`src/rtl/pipe_stage_skid_pkg.sv`:
```
// Shared pipeline definitions: occupancy encoding, debug view and default widths
// for the skid-buffered pipeline stage.
package pipe_stage_skid_pkg;

   localparam int DEF_DATA_W = 64;
   localparam int DEF_CNT_W  = 16;

   typedef enum logic [1:0] {
      OCC_EMPTY = 2'd0,
      OCC_ONE   = 2'd1,
      OCC_FULL  = 2'd2
   } occ_e;

   typedef struct packed {
      occ_e state;
      logic stall;
   } dbg_t;

   // Number of valid entries held in a given occupancy state.
   function automatic logic [1:0] occ_count(input occ_e s);
      case (s)
         OCC_ONE:  occ_count = 2'd1;
         OCC_FULL: occ_count = 2'd2;
         default:  occ_count = 2'd0;
      endcase
   endfunction

endpackage

```
`src/rtl/pipe_stage_skid_if.sv`:
```
// Handshake and control bundle of one pipeline boundary, named from the stage's side.
interface pipe_stage_skid_if
   import pipe_stage_skid_pkg::*;
#(
   parameter int DATA_W = DEF_DATA_W
);

   // Valid/ready: a beat moves on a rising edge where valid && ready; the output
   // side additionally requires !stall_i. Valid and data hold until the beat moves.
   logic              in_valid_i;
   logic              in_ready_o;
   logic [DATA_W-1:0] in_data_i;
   logic              out_valid_o;
   logic              out_ready_i;
   logic [DATA_W-1:0] out_data_o;
   logic              stall_i;
   logic              flush_i;

   modport slave (
      input  in_valid_i, in_data_i, out_ready_i, stall_i, flush_i,
      output in_ready_o, out_valid_o, out_data_o
   );

   modport master (
      output in_valid_i, in_data_i, out_ready_i, stall_i, flush_i,
      input  in_ready_o, out_valid_o, out_data_o
   );

endinterface

```
`src/rtl/pipe_stage_skid_sat_counter.sv`:
```
// Counter that adds 0..2 per cycle and sticks at its all-ones maximum.
module sat_counter
   import pipe_stage_skid_pkg::*;
#(
   parameter int CNT_W = DEF_CNT_W
) (
   input  logic             clk_i,
   input  logic             rst_n_i,
   input  logic [1:0]       inc_i,
   output logic [CNT_W-1:0] cnt_o
);

   localparam logic [CNT_W:0] MAX = {1'b0, {CNT_W{1'b1}}};

   logic [CNT_W-1:0] cnt_q, cnt_d;
   logic [CNT_W:0]   sum;

   // One extra bit of headroom so the overflow is visible before clamping.
   always_comb begin
      sum   = {1'b0, cnt_q} + (CNT_W + 1)'(inc_i);
      cnt_d = (sum > MAX) ? MAX[CNT_W-1:0] : sum[CNT_W-1:0];
   end

   always_ff @(posedge clk_i or negedge rst_n_i) begin
      if (!rst_n_i) begin
         cnt_q <= '0;
      end else begin
         cnt_q <= cnt_d;
      end
   end

   assign cnt_o = cnt_q;

endmodule

```
`src/rtl/pipe_stage_skid.sv`:
```
// Two-entry skid pipeline stage with registered ready, hazard stall, flush and a
// saturating count of entries discarded by flush.
module pipe_stage_skid
   import pipe_stage_skid_pkg::*;
#(
   parameter int                DATA_W     = DEF_DATA_W,
   parameter logic [DATA_W-1:0] BUBBLE_VAL = '0,
   parameter int                CNT_W      = DEF_CNT_W
) (
   input  logic             clk_i,
   input  logic             rst_n_i,
   pipe_stage_skid_if.slave bus,
   output logic [CNT_W-1:0] drop_cnt_o,
   output dbg_t             dbg_o
);

   occ_e              state_q, state_d;
   logic [DATA_W-1:0] head_q, head_d;
   logic [DATA_W-1:0] skid_q, skid_d;
   logic              in_ready_q, in_ready_d;
   logic              stall_q;
   logic              accept, rel;
   logic [1:0]        drop_inc;

   always_comb begin
      accept   = bus.in_valid_i && in_ready_q;
      rel      = (state_q != OCC_EMPTY) && bus.out_ready_i && !bus.stall_i;
      state_d  = state_q;
      head_d   = head_q;
      skid_d   = skid_q;
      drop_inc = 2'd0;
      if (bus.flush_i) begin
         // Flush wins over everything, including a beat accepted this same edge.
         state_d  = OCC_EMPTY;
         drop_inc = occ_count(state_q);
      end else begin
         case (state_q)
            OCC_EMPTY: begin
               if (accept) begin
                  state_d = OCC_ONE;
                  head_d  = bus.in_data_i;
               end
            end
            OCC_ONE: begin
               if (accept && rel) begin
                  head_d = bus.in_data_i;
               end else if (accept) begin
                  state_d = OCC_FULL;
                  skid_d  = bus.in_data_i;
               end else if (rel) begin
                  state_d = OCC_EMPTY;
               end
            end
            OCC_FULL: begin
               if (rel) begin
                  state_d = OCC_ONE;
                  head_d  = skid_q;
               end
            end
            default: state_d = OCC_EMPTY;
         endcase
      end
      // Registered so ready never depends combinationally on out_ready_i or stall_i.
      in_ready_d = (state_d != OCC_FULL) && !bus.stall_i;
   end

   always_ff @(posedge clk_i or negedge rst_n_i) begin
      if (!rst_n_i) begin
         state_q    <= OCC_EMPTY;
         head_q     <= '0;
         skid_q     <= '0;
         in_ready_q <= 1'b0;
         stall_q    <= 1'b0;
      end else begin
         state_q    <= state_d;
         head_q     <= head_d;
         skid_q     <= skid_d;
         in_ready_q <= in_ready_d;
         stall_q    <= bus.stall_i;
      end
   end

   assign bus.in_ready_o  = in_ready_q;
   assign bus.out_valid_o = (state_q != OCC_EMPTY);
   assign bus.out_data_o  = (state_q != OCC_EMPTY) ? head_q : BUBBLE_VAL;
   assign dbg_o.state     = state_q;
   assign dbg_o.stall     = stall_q;

   sat_counter #(
      .CNT_W (CNT_W)
   ) u_drop_cnt (
      .clk_i   (clk_i),
      .rst_n_i (rst_n_i),
      .inc_i   (drop_inc),
      .cnt_o   (drop_cnt_o)
   );

endmodule

```
`src/flat_wrapper.sv`:
```
// flat-port wrapper written by rule: the top's interface ports become plain ports
module pipe_stage_skid_flat import pipe_stage_skid_pkg::*;
#(
   parameter int                DATA_W     = DEF_DATA_W,
   parameter logic [DATA_W-1:0] BUBBLE_VAL = '0,
   parameter int                CNT_W      = DEF_CNT_W
)
  (clk_i, rst_n_i, drop_cnt_o, dbg_o, bus_in_valid_i, bus_in_data_i, bus_out_ready_i, bus_stall_i, bus_flush_i, bus_in_ready_o, bus_out_valid_o, bus_out_data_o);
  pipe_stage_skid_if #(.DATA_W(DATA_W)) bus_i ();
  input  logic clk_i;
  input  logic rst_n_i;
  output logic [CNT_W-1:0] drop_cnt_o;
  output dbg_t dbg_o;
  input wire logic [$bits(bus_i.in_valid_i)-1:0] bus_in_valid_i;
  input wire logic [$bits(bus_i.in_data_i)-1:0] bus_in_data_i;
  input wire logic [$bits(bus_i.out_ready_i)-1:0] bus_out_ready_i;
  input wire logic [$bits(bus_i.stall_i)-1:0] bus_stall_i;
  input wire logic [$bits(bus_i.flush_i)-1:0] bus_flush_i;
  output wire logic [$bits(bus_i.in_ready_o)-1:0] bus_in_ready_o;
  output wire logic [$bits(bus_i.out_valid_o)-1:0] bus_out_valid_o;
  output wire logic [$bits(bus_i.out_data_o)-1:0] bus_out_data_o;
  assign bus_i.in_valid_i = bus_in_valid_i;
  assign bus_i.in_data_i = bus_in_data_i;
  assign bus_i.out_ready_i = bus_out_ready_i;
  assign bus_i.stall_i = bus_stall_i;
  assign bus_i.flush_i = bus_flush_i;
  assign bus_in_ready_o = bus_i.in_ready_o;
  assign bus_out_valid_o = bus_i.out_valid_o;
  assign bus_out_data_o = bus_i.out_data_o;
  pipe_stage_skid #(.DATA_W(DATA_W), .BUBBLE_VAL(BUBBLE_VAL), .CNT_W(CNT_W)) u_core (.clk_i(clk_i), .rst_n_i(rst_n_i), .bus(bus_i), .drop_cnt_o(drop_cnt_o), .dbg_o(dbg_o));
endmodule
```
`config.mk`:
```
export PLATFORM = sky130hd
export DESIGN_NAME = pipe_stage_skid_flat
export DESIGN_NICKNAME = d
export VERILOG_FILES = /design/src/rtl/pipe_stage_skid_pkg.sv /design/src/rtl/pipe_stage_skid_if.sv /design/src/rtl/pipe_stage_skid_sat_counter.sv /design/src/rtl/pipe_stage_skid.sv /design/src/flat_wrapper.sv
export SDC_FILE = /design/constraint.sdc
export NUM_CORES = 1
export LEC_CHECK = 0
export BUFFER_PORTS_ARGS = -buffer_cell sky130_fd_sc_hd__buf_2
export CORE_MARGIN = 4
export CORE_UTILIZATION = 55
export DETAILED_ROUTE_END_ITERATION = 8
export PLACE_DENSITY = 0.83
export SLEW_MARGIN = 20
export SYNTH_ARGS = -nofsm -noshare
export SYNTH_HDL_FRONTEND = slang
export SYNTH_SLANG_ARGS = --single-unit
```
`constraint.sdc`:
```
create_clock -name clk_i -period 2.73 [get_ports clk_i]
set_input_delay 0.1365 -clock clk_i [delete_from_list [all_inputs] [get_ports clk_i]]
set_output_delay 0.1365 -clock clk_i [all_outputs]
set_load 0.05 [all_outputs]
```
# Word level (Yosys, flattened, before mapping)
# Cells that the tools add are included.
# op_classes
add_sub_neg	1
magnitude_cmp	1
n_eq_ne	6
muxes	15
bitwise	2
n_reduce_logical	11
# ops
operator	count
$mux W64	4
$pmux W64 S3	1
$add A16 B2 Y17	1
$gt A17 B16 Y1 const B	1
$mux W16	1
$mux W2	7
$ne A2 B1 Y1 const B	3
$pmux W2 S3	1
$logic_and A1 B1 Y1	5
$reduce_and A5 Y1	1
$pmux W2 S2	1
$reduce_and A4 Y1	1
$reduce_bool A3 Y1	1
$eq A2 B1 Y1 const B	1
$eq A2 B2 Y1 const B	1
$logic_not A2 Y1	1
$ne A2 B2 Y1 const B	1
$not A1 Y1	2
$reduce_bool A2 Y1	1
$logic_not A1 Y1	1
# word_totals
regBits	148
in_bits	70
out_inout_bits	85
word_cells	42

# Longest topological paths before layout
# Gate-level depths: netlist of run 1.
# logic_depth
word_depth	10
mapped_depth	11
depth_no_buf	8

# Modules after synthesis
# Synthesis of run 1 repeated with hierarchy kept, for this count alone.
# unflattened
hier_cells	595
hier_area_um2	7044.3
# by_module_without_submodules
mod	n_inst	cells_each	area_per_inst_um2	seq_area_each_um2
pipe_stage_skid	1	518	6179.7	3303.2
sat_counter	1	77	864.6	400.4

# Worst setup path after synthesis of run 1
# No wires, ideal clock.
# synth_path
path_type	reg2reg
startpoint	register u_core.state_q[0]
endpoint	register u_core.u_drop_cnt.cnt_q[3], in the netlist u_core.u_drop_cnt.cnt_o[3]
setup_ps	67
arrival_ps	2588
required_time_ps	2663
path_slack_ps	75
path_stages_with_launch	12
path_buffers	3
synth_period_minus_slack_ps	2655
cell_sequence	dfrtp_1 inv_1 nand2_1 buf_2 buf_2 nor2_1 fa_1 inv_1 nor4_4 nand3_1 buf_2 nand2_1
# synth_between
elab_chain_len	6
word_cells_on_any_way	7
classes_between	add/sub (1); order compare (1); eq/ne (2); mux (3)
# synth_lines
element	line_no	source
start: declaration	pipe_stage_skid.sv:17	occ_e state_q, state_d;
start signal: assignment	pipe_stage_skid.sv:75	state_q <= state_d;
$eq A2 B2 Y1 / $eq A2 B1 Y1 (equally long branches)	pipe_stage_skid_pkg.sv:21	case (s)
$pmux W2 S2 *	pipe_stage_skid_pkg.sv:21	
$mux W2 *	pipe_stage_skid.sv:32	if (bus.flush_i) begin
$add A16 B2 Y17 *	pipe_stage_skid_sat_counter.sv:20	sum = {1'b0, cnt_q} + (CNT_W + 1)'(inc_i);
$gt A17 B16 Y1	pipe_stage_skid_sat_counter.sv:21	cnt_d = (sum > MAX) ? MAX[CNT_W-1:0] : sum[CNT_W-1:0];
$mux W16 *	pipe_stage_skid_sat_counter.sv:21	
via u_core.u_drop_cnt.cnt_d[3]	pipe_stage_skid_sat_counter.sv:15	logic [CNT_W-1:0] cnt_q, cnt_d;
end signal: assignment	pipe_stage_skid_sat_counter.sv:28	cnt_q <= cnt_d;
end: declaration	pipe_stage_skid_sat_counter.sv:15	
# Mark *: on every way through the listed nets, which the timed path passes. The rest lies on a longest branch.
# A chain may end at the register's enable or synchronous reset.

# Worst setup path after layout of run 1
# layout_path
startpoint	register u_core.state_q[0]
endpoint	register u_core.u_drop_cnt.cnt_q[5], in the netlist u_core.u_drop_cnt.cnt_o[5]
# The elaborated chain is that of the path after synthesis.

==> results of run 1 <==
[cells in the mapped netlist (2+ instances only)]
library cell | n | area [um^2]
mux2_2 | 186 | 2090
xor2_1 | 5 | 43.8
o21ai_1 | 2 | 10.0
buf_6 | 12 | 135
nor2b_1 | 66 | 413
mux2_1 | 7 | 78.8
a31oi_1 | 2 | 12.5
and3_1 | 2 | 12.5
buf_2 | 6 | 30.0
inv_1 | 4 | 15.0
nor3_1 | 3 | 15.0
a21oi_1 | 3 | 15.0
clkbuf_1 | 9 | 33.8
xnor2_1 | 5 | 43.8
nor2_1 | 6 | 22.5
nand3_1 | 6 | 30.0
nand2b_1 | 2 | 12.5
nand4_1 | 2 | 12.5
a41oi_1 | 2 | 17.5
ha_1 | 2 | 25.0
and4_1 | 2 | 17.5
nand2_1 | 16 | 60.1
dfrtp_1 | 148 | 3700
[cell type report]
| cell class | count | area (um^2) | share of cell area |
|---|---|---|---|
| sequential | 148 | 3700 | 0.407 |
| multi-input combinational | 331 | 3100 | 0.340 |
| timing repair buffer | 230 | 1530 | 0.168 |
| clock buffer | 29 | 541 | 0.0593 |
| tap | 168 | 210 | 0.0231 |
| clock inverter | 3 | 15.0 | 0.00165 |
| inverter | 4 | 15.0 | 0.00165 |
[metrics by stage]
step	hold slack [ps]	total power, W
detailed placement	255	0.00457
floorplan	-159	0.00413
global route	181	0.00711
CTS	3.19	0.00683
finish	194	0.00679
global placement	242	0.00446
[where the power goes]
| group | switching, W | internal (W) | leakage (nW) | total, W |
|---|---|---|---|---|
| Sequential | 0.000300 | 0.00273 | 1.86 | 0.00303 |
| Combinational | 0.000862 | 0.000730 | 2.23 | 0.00159 |
| Clock | 0.000840 | 0.00133 | 0.277 | 0.00217 |
| Total | 0.00200 | 0.00479 | 4.36 | 0.00679 |
[layer usage]
layer | vias up | part of all wire | global-route usage
met5 | - | 0 | 0
met4 | 0 | 0.016 | 0.0737
met3 | 24 | 0.055 | 0.0611
met2 | 153 | 0.52 | 0.398
met1 | 2464 | 0.41 | 0.270
li1 | 2228 | - | -
[flip-flops by register name (all words and copies together) (netlist names)]
signal / flops
u_core.head_q: 64
u_core.bus.in_ready_o: 1
u_core.u_drop_cnt.cnt_o: 16
u_core.state_q: 2
u_core.stall_q: 1
u_core.skid_q: 64
[cell families after synthesis]
logic type,after synthesis,synth area share
flip-flops,148,0.528
XOR/XNOR,10,0.0125
multiplexers,193,0.310
AO/OA/AOI/OAI,15,0.0153
buffers and inverters,33,0.0323
adder cells (fa/ha/maj),3,0.00642
AND/OR/NAND/NOR,110,0.0955
[critical path: stages, from the launching register on]
cell	delay, ps
dfrtp_1	440
inv_1	150
nor3_1	200
ha_1	250
fa_1	320
inv_1	130
nor4_4	420
nand3_2	340
o21ai_0	180
[how the worst max path moves through the flow]
stage,start,to,cells past startpoint
finish,u_core.state_q[0],u_core.u_drop_cnt.cnt_o[5],8
global route,u_core.state_q[0],u_core.u_drop_cnt.cnt_o[5],8
CTS,u_core.state_q[0],u_core.u_drop_cnt.cnt_o[13],8
detailed placement,u_core.state_q[0],u_core.u_drop_cnt.cnt_o[13],8
global placement,u_core.state_q[0],u_core.u_drop_cnt.cnt_o[13],8
floorplan,u_core.state_q[0],u_core.u_drop_cnt.cnt_o[3],11
[cells in the final DEF (no fill, tap or decap), drive strengths merged, types with 2 or more instances in the layout]
cell type      n
mux2         193
buf          163
dfrtp        148
dlygate4sd3   67
nor2b         66
clkbuf        29
nand2         16
nor2           6
nand3          6
xnor2          5
xor2           5
inv            4
a21oi          4
nor3           4
clkinv         3
nand4          3
o21ai          3
a31oi          2
a41oi          2
and4           2
and3           2
nand2b         2
ha             2
[timing repair]
action                                 in CTS  in global routing
resized for setup                           0                  1
setup endpoints to repair                   0                 14
hold buffers                               66                  1
buffers inserted                            0                  0
endpoints found under the hold margin     151                  1
==> metrics.md, run 1 <==
| Metric | Value |
|---|---|
| Top FF cell, synth | dfrtp_1 |
| Routed wire length | 16100 um |
| Routability cong. | roughly 0.80 |
| Row count | 40 |
| Clk sink count | 148 |
| Worst endpoint required time | approximately 3100 ps |
| Tightest Pin Transition | 910 ps |
| Max-slew violation count | 0 |
| Critical path endpoint category | flop |
| Area Growth Syn to Fin | 29.9% |
| Total grt overflow | 0 |
| Total Routing Usage GR | 0.227 |
| First drt pass iteration count | 4 |
| Routed vias/inst | 5.33 |
| Core box area | roughly 0.012 mm^2 |
| Initial antenna violation count | 0 |
| Root buf cell | clkbuf_16 |
| Status | finished, final reports clean |
| Tmin final | approximately 2500 ps |
| TritonCTS clock tree | yes |
| Kind of critical path | flop to flop |
| DP Area | between 0.007 and 0.008 mm^2 |
| Final non-filler cell area | a little over 0.009 mm^2 |
| Remaining routing DRC violations | 0 |
| Post-synth EDFFs | 0 |
| # Max-Cap Violations | 0 |
| CP Max Fanout | 14 |
| Avg WL per Cell | approximately 18 um |
| Peak VDD IR | about 0.4 mV |
| RSZ-0062 raised after global routing | false |
| Async S/R FF share, synth | 1.00 |
| Die height | ~120 um |
| CTS Buf Count | 17 |
| Max frequency | 398 MHz |
| Setup slack, reg-to-reg | 220 ps |
| Worst Skew | between 5 and 6 ps |
| Fill count | 790 |
| Ports | between 150 and 200 |
| Layout cell share with drive strength beyond 1 | 0.515 |
| DP Cell Count | 814 |
| Clk pin slew, worst setup/hold paths | ~50 ps |
| H-tree depth | 4 |
| PwrDens | about 750 mW/mm^2 |
| Die width | 121 um |
| CP Launch Type | flop |
| Longest Clk Path Bufs | 2 |
| Non-filler cells, final | just over 900 |
| Final ANT Viol Nets | 0 |
| Distinct cell type count after synthesis | 37 |
| Period utilization | 0.920 |
| Min-Delay Path Class | primary input to flop |
| Max transition margin | 0.393 |
| HPWL Detailed | roughly 9900 um |
| Final setup viols | 0 |
| Port Buffers | approximately 150 |
| Reg2reg end | u_core.u_drop_cnt.cnt_o[5] |
| Synth Instances | 512 |
| Die area | between 0.01 and 0.015 mm^2 |
| Worst-Skew Late Latency | ~420 ps |
| Syn Nets | between 500 and 600 |
| Largest net degree at the start of global routing | just under 90 |
| #FFs+latches synth | 148 |
| First-pass GRT wire length | roughly 26000 um |
| Fin util | 0.743 |
| Drt initial violations | 238 |
| Critical R2R Launch | u_core.state_q[0] |
| Setup ws final | about 220 ps |
| Netlist Area Pre-Place | ~0.0070 mm^2 |
| Nets | just over 800 |
| Vias in the first global route | between 5000 and 6000 |
| Antenna Cells | 0 |
| Worst hold endpoint | u_core.state_q[0] |
| Syn avg cell area | 13.7 um^2 |
| Placement Setup Slack | around 120 ps |
| Leakage | around 4.4 nW |
| Setup tns final | 0 ps |
| HP Start | bus_in_valid_i |
| Cells on Worst Hold Path | 4 |
| Total number of yosys warnings | 0 |
| Initial Util | 0.572 |
| Final hold vios | 0 |
| Vias | a little under 5000 |
| Worst Path Arrival | between 2000 and 3000 ps |
| R2R depth | 8 |
| Register area share after synthesis | 0.528 |
Note: power is estimated with default switching activity, not from simulation.
==> run 2: changes to the inputs <==
--- a/config.mk
+++ b/config.mk
@@ -8,6 +8,7 @@
 export BUFFER_PORTS_ARGS = -buffer_cell sky130_fd_sc_hd__buf_2
 export CORE_MARGIN = 4
 export CORE_UTILIZATION = 55
+export CTS_BUF_LIST = sky130_fd_sc_hd__clkbuf_4
 export DETAILED_ROUTE_END_ITERATION = 8
 export PLACE_DENSITY = 0.83
 export SLEW_MARGIN = 20
==> metrics.md, run 2 (same netlist as run 1, synthesis figures left out) <==
| Metric | Value |
|---|---|
| Clk sink count | 148 (unchanged) |
| Drt initial violations | 190 (-20%) |
| Worst hold endpoint | u_core.state_q[0] |
| R2R depth | 8 (unchanged) |
| Status | finished, final reports clean |
| Gr busiest metal | met2 |
| Nets | 805 (unchanged) |
| Row count | 40 (unchanged) |
| Leakage | 4.20 nW (-3.5%) |
| Routed vias/inst | 5.22 (-2.1%) |
| First-pass GRT wire length | 25200 um (-3.2%) |
| Register area | 0.00370 mm^2 (unchanged) |
| Die height | 121 um (unchanged) |
| Longest Clk Path Bufs | 2 (unchanged) |
| Routability cong. | 0.798 (unchanged) |
| Min-Delay Path Class | primary input to flop |
| Critical path endpoint category | flop |
| Kind of critical path | flop to flop |
| Commonest non-fill, non-tap cell in the layout | mux2_2 |
| Routed wire length | 15400 um (-4.1%) |
| Fill count | 844 (+6.8%) |
| Multi-input logic area | 0.00310 mm^2 (unchanged) |
| Peak VDD IR | 0.347 mV (-14%) |
| Initial Util | 0.572 (unchanged) |
| Worst Skew | 14.5 ps (+8.66 ps) |
| CTS Buf Count | 17 (unchanged) |
| # Max-Cap Violations | 0 (unchanged) |
| PwrDens | 648 mW/mm^2 (-13%) |
| Tmin final | 2500 ps (-14.9 ps) |
| First drt pass iteration count | 6 (+2) |
| Final hold vios | 0 (unchanged) |
| Tightest Pin Transition | 921 ps (+10.4 ps) |
| Initial antenna violation count | 0 (unchanged) |
| Die width | 121 um (unchanged) |
| Critical R2R Launch | u_core.state_q[0] |
| Ports | 155 (unchanged) |
| CP Launch Type | flop |
| Avg WL per Cell | 16.9 um (-4.1%) |
| Setup tns final | 0 ps (unchanged) |
| Die area | 0.0146 mm^2 (unchanged) |
| TritonCTS clock tree | yes |
| Max-slew violation count | 0 (unchanged) |
| RSZ-0062 raised after global routing | false |
| Root buf cell | clkbuf_4 |
| Antenna Cells | 0 (unchanged) |
| Total Routing Usage GR | 0.218 (-0.00934) |
| Final setup viols | 0 (unchanged) |
| Worst Path Arrival | 2930 ps (+90 ps) |
| CP Max Fanout | 14 (unchanged) |
| GR Util met3 | 0.0531 (-0.00793) |
| Setup ws final | 234 ps (+14.9 ps) |
| HP Start | bus_in_valid_i |
| Max frequency | 401 MHz (+0.60%) |
| Worst endpoint required time | 3170 ps (+110 ps) |
| Global-route met1 utilization | 0.265 (-0.00582) |
| Worst-Skew Late Latency | 520 ps (+100 ps) |
| Commonest cells after routing, fill and taps aside | mux2_2 (186), buf_2 (153), dfrtp_1 (148) |
| Area Growth Syn to Fin | 24.9% |
| Reg2reg end | u_core.u_drop_cnt.cnt_o[5] |
| Final ANT Viol Nets | 0 (unchanged) |
| Largest net degree at the start of global routing | 88 (unchanged) |
| HPWL Detailed | 9910 um (unchanged) |
| Core box area | 0.0123 mm^2 (unchanged) |
| Postcts setup bufs | 0 (unchanged) |
| Clk pin slew, worst setup/hold paths | 110 ps (+60 ps) |
| Port Buffers | 154 (unchanged) |
| Total grt overflow | 0 (unchanged) |
| Period utilization | 0.914 (-0.00547) |
| Met2 usage | 0.381 (-0.0177) |
| H-tree depth | 4 (unchanged) |
| Cells on Worst Hold Path | 4 (unchanged) |
| Placement Setup Slack | 125 ps (unchanged) |
| Vias | 4766 (-2.1%) |
| Setup slack, reg-to-reg | 230 ps (about the same) |
| Vias in the first global route | 5215 (-1.0%) |
| Layout cell share with drive strength beyond 1 | 0.513 (-0.00268) |
| Remaining routing DRC violations | 0 (unchanged) |
| Max transition margin | 0.386 (-0.00691) |
[run 2: through the flow]
stage / instance area, um^2 / utilization / hold slack, ps / total power [W] / instances
floorplan: 7010 / - / -159 / 0.00413 / 512
global placement: 7880 / 0.643 / 242 / 0.00446 / 814
detailed placement: 7880 / 0.643 / 255 / 0.00457 / 814
CTS: 8760 / 0.714 / 2.70 / 0.00573 / 913
global route: 8760 / 0.714 / 15.4 / 0.00600 / 913
finish: 8760 / 0.714 / 76.4 / 0.00568 / 913
[run 2: worst max path at each step]
stage / from / to / slack, ps
5_1_grt: u_core.state_q[0] / u_core.u_drop_cnt.cnt_o[5] / 40
2_1_floorplan: u_core.state_q[0] / u_core.u_drop_cnt.cnt_o[3] / 80
6_report: u_core.state_q[0] / u_core.u_drop_cnt.cnt_o[5] / 230
3_5_place_dp: u_core.state_q[0] / u_core.u_drop_cnt.cnt_o[13] / 120
3_3_place_gp: u_core.state_q[0] / u_core.u_drop_cnt.cnt_o[13] / 310
4_1_cts: u_core.state_q[0] / u_core.u_drop_cnt.cnt_o[13] / 90
[run 2: final cells by class]
cell class	count	share of cell area
clock buffers	22	0.0189
inverters	4	0.00171
clock inverters	10	0.00471
flip-flops and latches	148	0.423
multi-input cells	331	0.354
repair buffers	230	0.174
well taps	168	0.0240
[run 2: routing by layer]
metal | vias to the layer above | part of all wire | wire length (um)
met5 | - | 0 | 0
met2 | 131 | 0.52 | 8020
met3 | 19 | 0.056 | 858
met4 | 0 | 0.011 | 174
met1 | 2392 | 0.41 | 6350
li1 | 2224 | - | -
[run 2: critical path, stage by stage (launching register included)]
cell and delay, ps:
dfrtp_1 450, inv_1 140, nor3_1 200, ha_1 250, fa_1 310, inv_1 130, nor4_4 420, nand3_2 340
o21ai_0 180
[run 2: where the power goes]
group,leakage [nW],internal (W),switching (W)
Clock,0.124,0.000385,0.000703
Combinational,2.23,0.000729,0.000852
Sequential,1.86,0.00272,0.000289
[run 2: timing repair]
action / 4_1_cts / 5_1_grt
hold buffers: 67 / 0
hold endpoints to repair: 217 / 0
endpoints found under the setup margin: 0 / 14
resized for setup: 0 / 1
==> run 3: changes to the inputs <==
--- a/config.mk
+++ b/config.mk
@@ -6,7 +6,6 @@
 export NUM_CORES = 1
 export LEC_CHECK = 0
 export BUFFER_PORTS_ARGS = -buffer_cell sky130_fd_sc_hd__buf_2
-export CORE_MARGIN = 4
 export CORE_UTILIZATION = 55
 export CTS_BUF_LIST = sky130_fd_sc_hd__clkbuf_4
 export DETAILED_ROUTE_END_ITERATION = 8
==> metrics.md, run 3 (same netlist as run 1, synthesis figures left out) <==
| Metric | Value |
|---|---|
| Final non-filler cell area | 0.00878 mm^2 (+0.21%) |
| Highest cell delay on the worst timing path | 460 ps (about the same) |
| Hold WS | 63.6 ps (-12.8 ps) |
| CP bufs+invs | 2 (unchanged) |
| Final setup viols | 0 (unchanged) |
| Max frequency | 425 MHz (+6.0%) |
| Routability cong. | 0.802 (+0.58%) |
| Commonest non-fill, non-tap cell in the layout | mux2_2 |
| Drt initial violations | 292 (+54%) |
| Critical path endpoint category | flop |
| Placement Setup Slack | 186 ps (+61.0 ps) |
| # Max-Cap Violations | 0 (unchanged) |
| Status | finished, final reports clean |
| Final hold vios | 0 (unchanged) |
| Kind of critical path | flop to flop |
| Setup ws final | 376 ps (+142 ps) |
| Core box area | 0.0122 mm^2 (-0.41%) |
| PwrDens | 656 mW/mm^2 (+1.2%) |
| Remaining routing DRC violations | 0 (unchanged) |
| Longest Clk Path Bufs | 2 (unchanged) |
| Met3 routed WL | 748 um (-13%) |
| Commonest cells after routing, fill and taps aside | mux2_2 (186), buf_2 (153), dfrtp_1 (148) |
| Area Growth Syn to Fin | 25.2% |
| Cells on Worst Hold Path | 4 (unchanged) |
| Port Buffers | 154 (unchanged) |
| DP Area | 0.00787 mm^2 (about the same) |
| Tightest Pin Transition | 922 ps (+1.20 ps) |
| Final ANT Viol Nets | 0 (unchanged) |
| Root buf cell | clkbuf_4 |
| Setup tns final | 0 ps (unchanged) |
| Routed length on met1 | 6270 um (-1.2%) |
| Avg WL per Cell | 16.6 um (-1.4%) |
| Max-slew violation count | 0 (unchanged) |
| Die width | 115 um (-5.0%) |
| Row count | 40 (unchanged) |
| Nets | 806 (+0.12%) |
| Worst Path Arrival | 2800 ps (-130 ps) |
| Worst hold endpoint | u_core.state_q[0] |
| Crit path max-delay family | simple AND/OR/NAND/NOR gates |
| TritonCTS clock tree | yes |
| Crit-path most repeated cell | inv_1 |
| Crit-path slowest cell | dfrtp_1 |
| Critical R2R Launch | u_core.state_q[0] |
| Setup slack, reg-to-reg | 380 ps (+140 ps) |
| Period utilization | 0.862 (-0.0520) |
| H-tree depth | 4 (unchanged) |
| Peak VDD IR | 0.366 mV (+5.4%) |
| Worst path cell trace | inv_1 -> nor3_1 -> ha_1 -> fa_1 -> inv_1 -> nor4_4 -> nand3_4 -> o21ai_1 |
| Layout cell share with drive strength beyond 1 | 0.516 (+0.00338) |
| Largest net degree at the start of global routing | 78 (-11%) |
| Total power | 0.00576 W (+1.4%) |
| R2R depth | 8 (unchanged) |
| First-pass GRT wire length | 24900 um (-1.2%) |
| Routed wire length | 15200 um (-1.5%) |
| Reg2reg end | u_core.u_drop_cnt.cnt_o[13] |
| Initial antenna violation count | 0 (unchanged) |
| Max transition margin | 0.385 (-0.000800) |
| CP Max Fanout | 14 (unchanged) |
| Total grt overflow | 0 (unchanged) |
| Die height | 115 um (-5.0%) |
| Highest Signal Layer | met4 |
| Clk sink count | 148 (unchanged) |
| First drt pass iteration count | 4 (-2) |
| CTS Buf Count | 17 (unchanged) |
| Vias | 4780 (+0.29%) |
| Clk pin slew, worst setup/hold paths | 110 ps (about the same) |
| Die area | 0.0132 mm^2 (-9.7%) |
| CP Launch Type | flop |
| Antenna Cells | 0 (unchanged) |
| RSZ-0062 raised after global routing | false |
| Worst-Skew Late Latency | 530 ps (about the same) |
| Worst endpoint required time | 3170 ps (about the same) |
| Min-Delay Path Class | primary input to flop |
| Routed vias/inst | 5.24 (+0.40%) |
| Routed wl met2 | 7930 um (-1.1%) |
| Tmin final | 2350 ps (-142 ps) |
| Worst Skew | 13.8 ps (-0.687 ps) |
| Ports | 155 (unchanged) |
| HP Start | bus_in_valid_i |
| Initial Util | 0.574 (+0.00234) |
| HPWL Detailed | 9300 um (-6.2%) |
| Leakage | 4.21 nW (+0.21%) |
| Total Routing Usage GR | 0.246 (+0.0286) |
| Vias in the first global route | 5134 (-1.6%) |
==> run 3: cell count changes in the layout (fill, tap and decap cells not counted), sizes merged <==
cell | previous run | this run
clkbuf | 22 | 21
buf | 163 | 164
clkinv | 10 | 8
bufinv | 0 | 1
==> run 3: timing repair <==
item / in CTS / in global routing
gates resized for setup: 0 / 2
hold buffers: 67 / 0
endpoints found under the hold margin: 206 / 0
setup endpoints to repair: 0 / 14
setup buffers: 0 / 0
==> run 3: how the worst max path moves through the flow <==
stage,from,to,depth (start not counted)
5_1_grt,u_core.state_q[0],u_core.u_drop_cnt.cnt_o[5],8
6_report,u_core.state_q[0],u_core.u_drop_cnt.cnt_o[13],8
2_1_floorplan,u_core.state_q[0],u_core.u_drop_cnt.cnt_o[3],11
3_5_place_dp,u_core.state_q[0],u_core.u_drop_cnt.cnt_o[13],8
4_1_cts,u_core.state_q[0],u_core.u_drop_cnt.cnt_o[13],8
3_3_place_gp,u_core.state_q[0],u_core.u_drop_cnt.cnt_o[13],8
==> run 3: cell type report <==
| cell class | instances | area, um^2 |
|---|---|---|
| sequential | 148 | 3700 |
| clock inverter | 9 | 65.1 |
| fill | 864 | 3430 |
| inverter | 4 | 15.0 |
| tap | 168 | 210 |
| clock buffer | 21 | 158 |
| multi-input combinational | 331 | 3110 |
| timing repair buffer | 231 | 1520 |
==> run 3: per-layer routing <==
| metal | global-route usage | vias up |
|---|---|---|
| li1 | - | 2226 |
| met1 | 0.293 | 2396 |
| met2 | 0.433 | 139 |
| met3 | 0.0596 | 19 |
| met4 | 0.0926 | 0 |
| met5 | 0 | - |
==> run 3: tightest hold or removal path, delay by kind of cell <==
kind / cells / cell delay [ps]
buffers and inverters: 1 / 110
AND/OR/NAND/NOR: 1 / 70
AO/OA/AOI/OAI: 2 / 240
==> run 3: power breakdown <==
group | switching (W) | total (W) | internal [W]
Combinational | 0.000855 | 0.00158 | 0.000730
Sequential | 0.000295 | 0.00301 | 0.00272
Clock | 0.000695 | 0.00116 | 0.000464
==> run 3: through the flow <==
stage / utilization / instances
finish: 0.719 / 912
global route: 0.719 / 912
CTS: 0.718 / 912
detailed placement: 0.645 / 815
global placement: 0.645 / 815
floorplan: - / 512
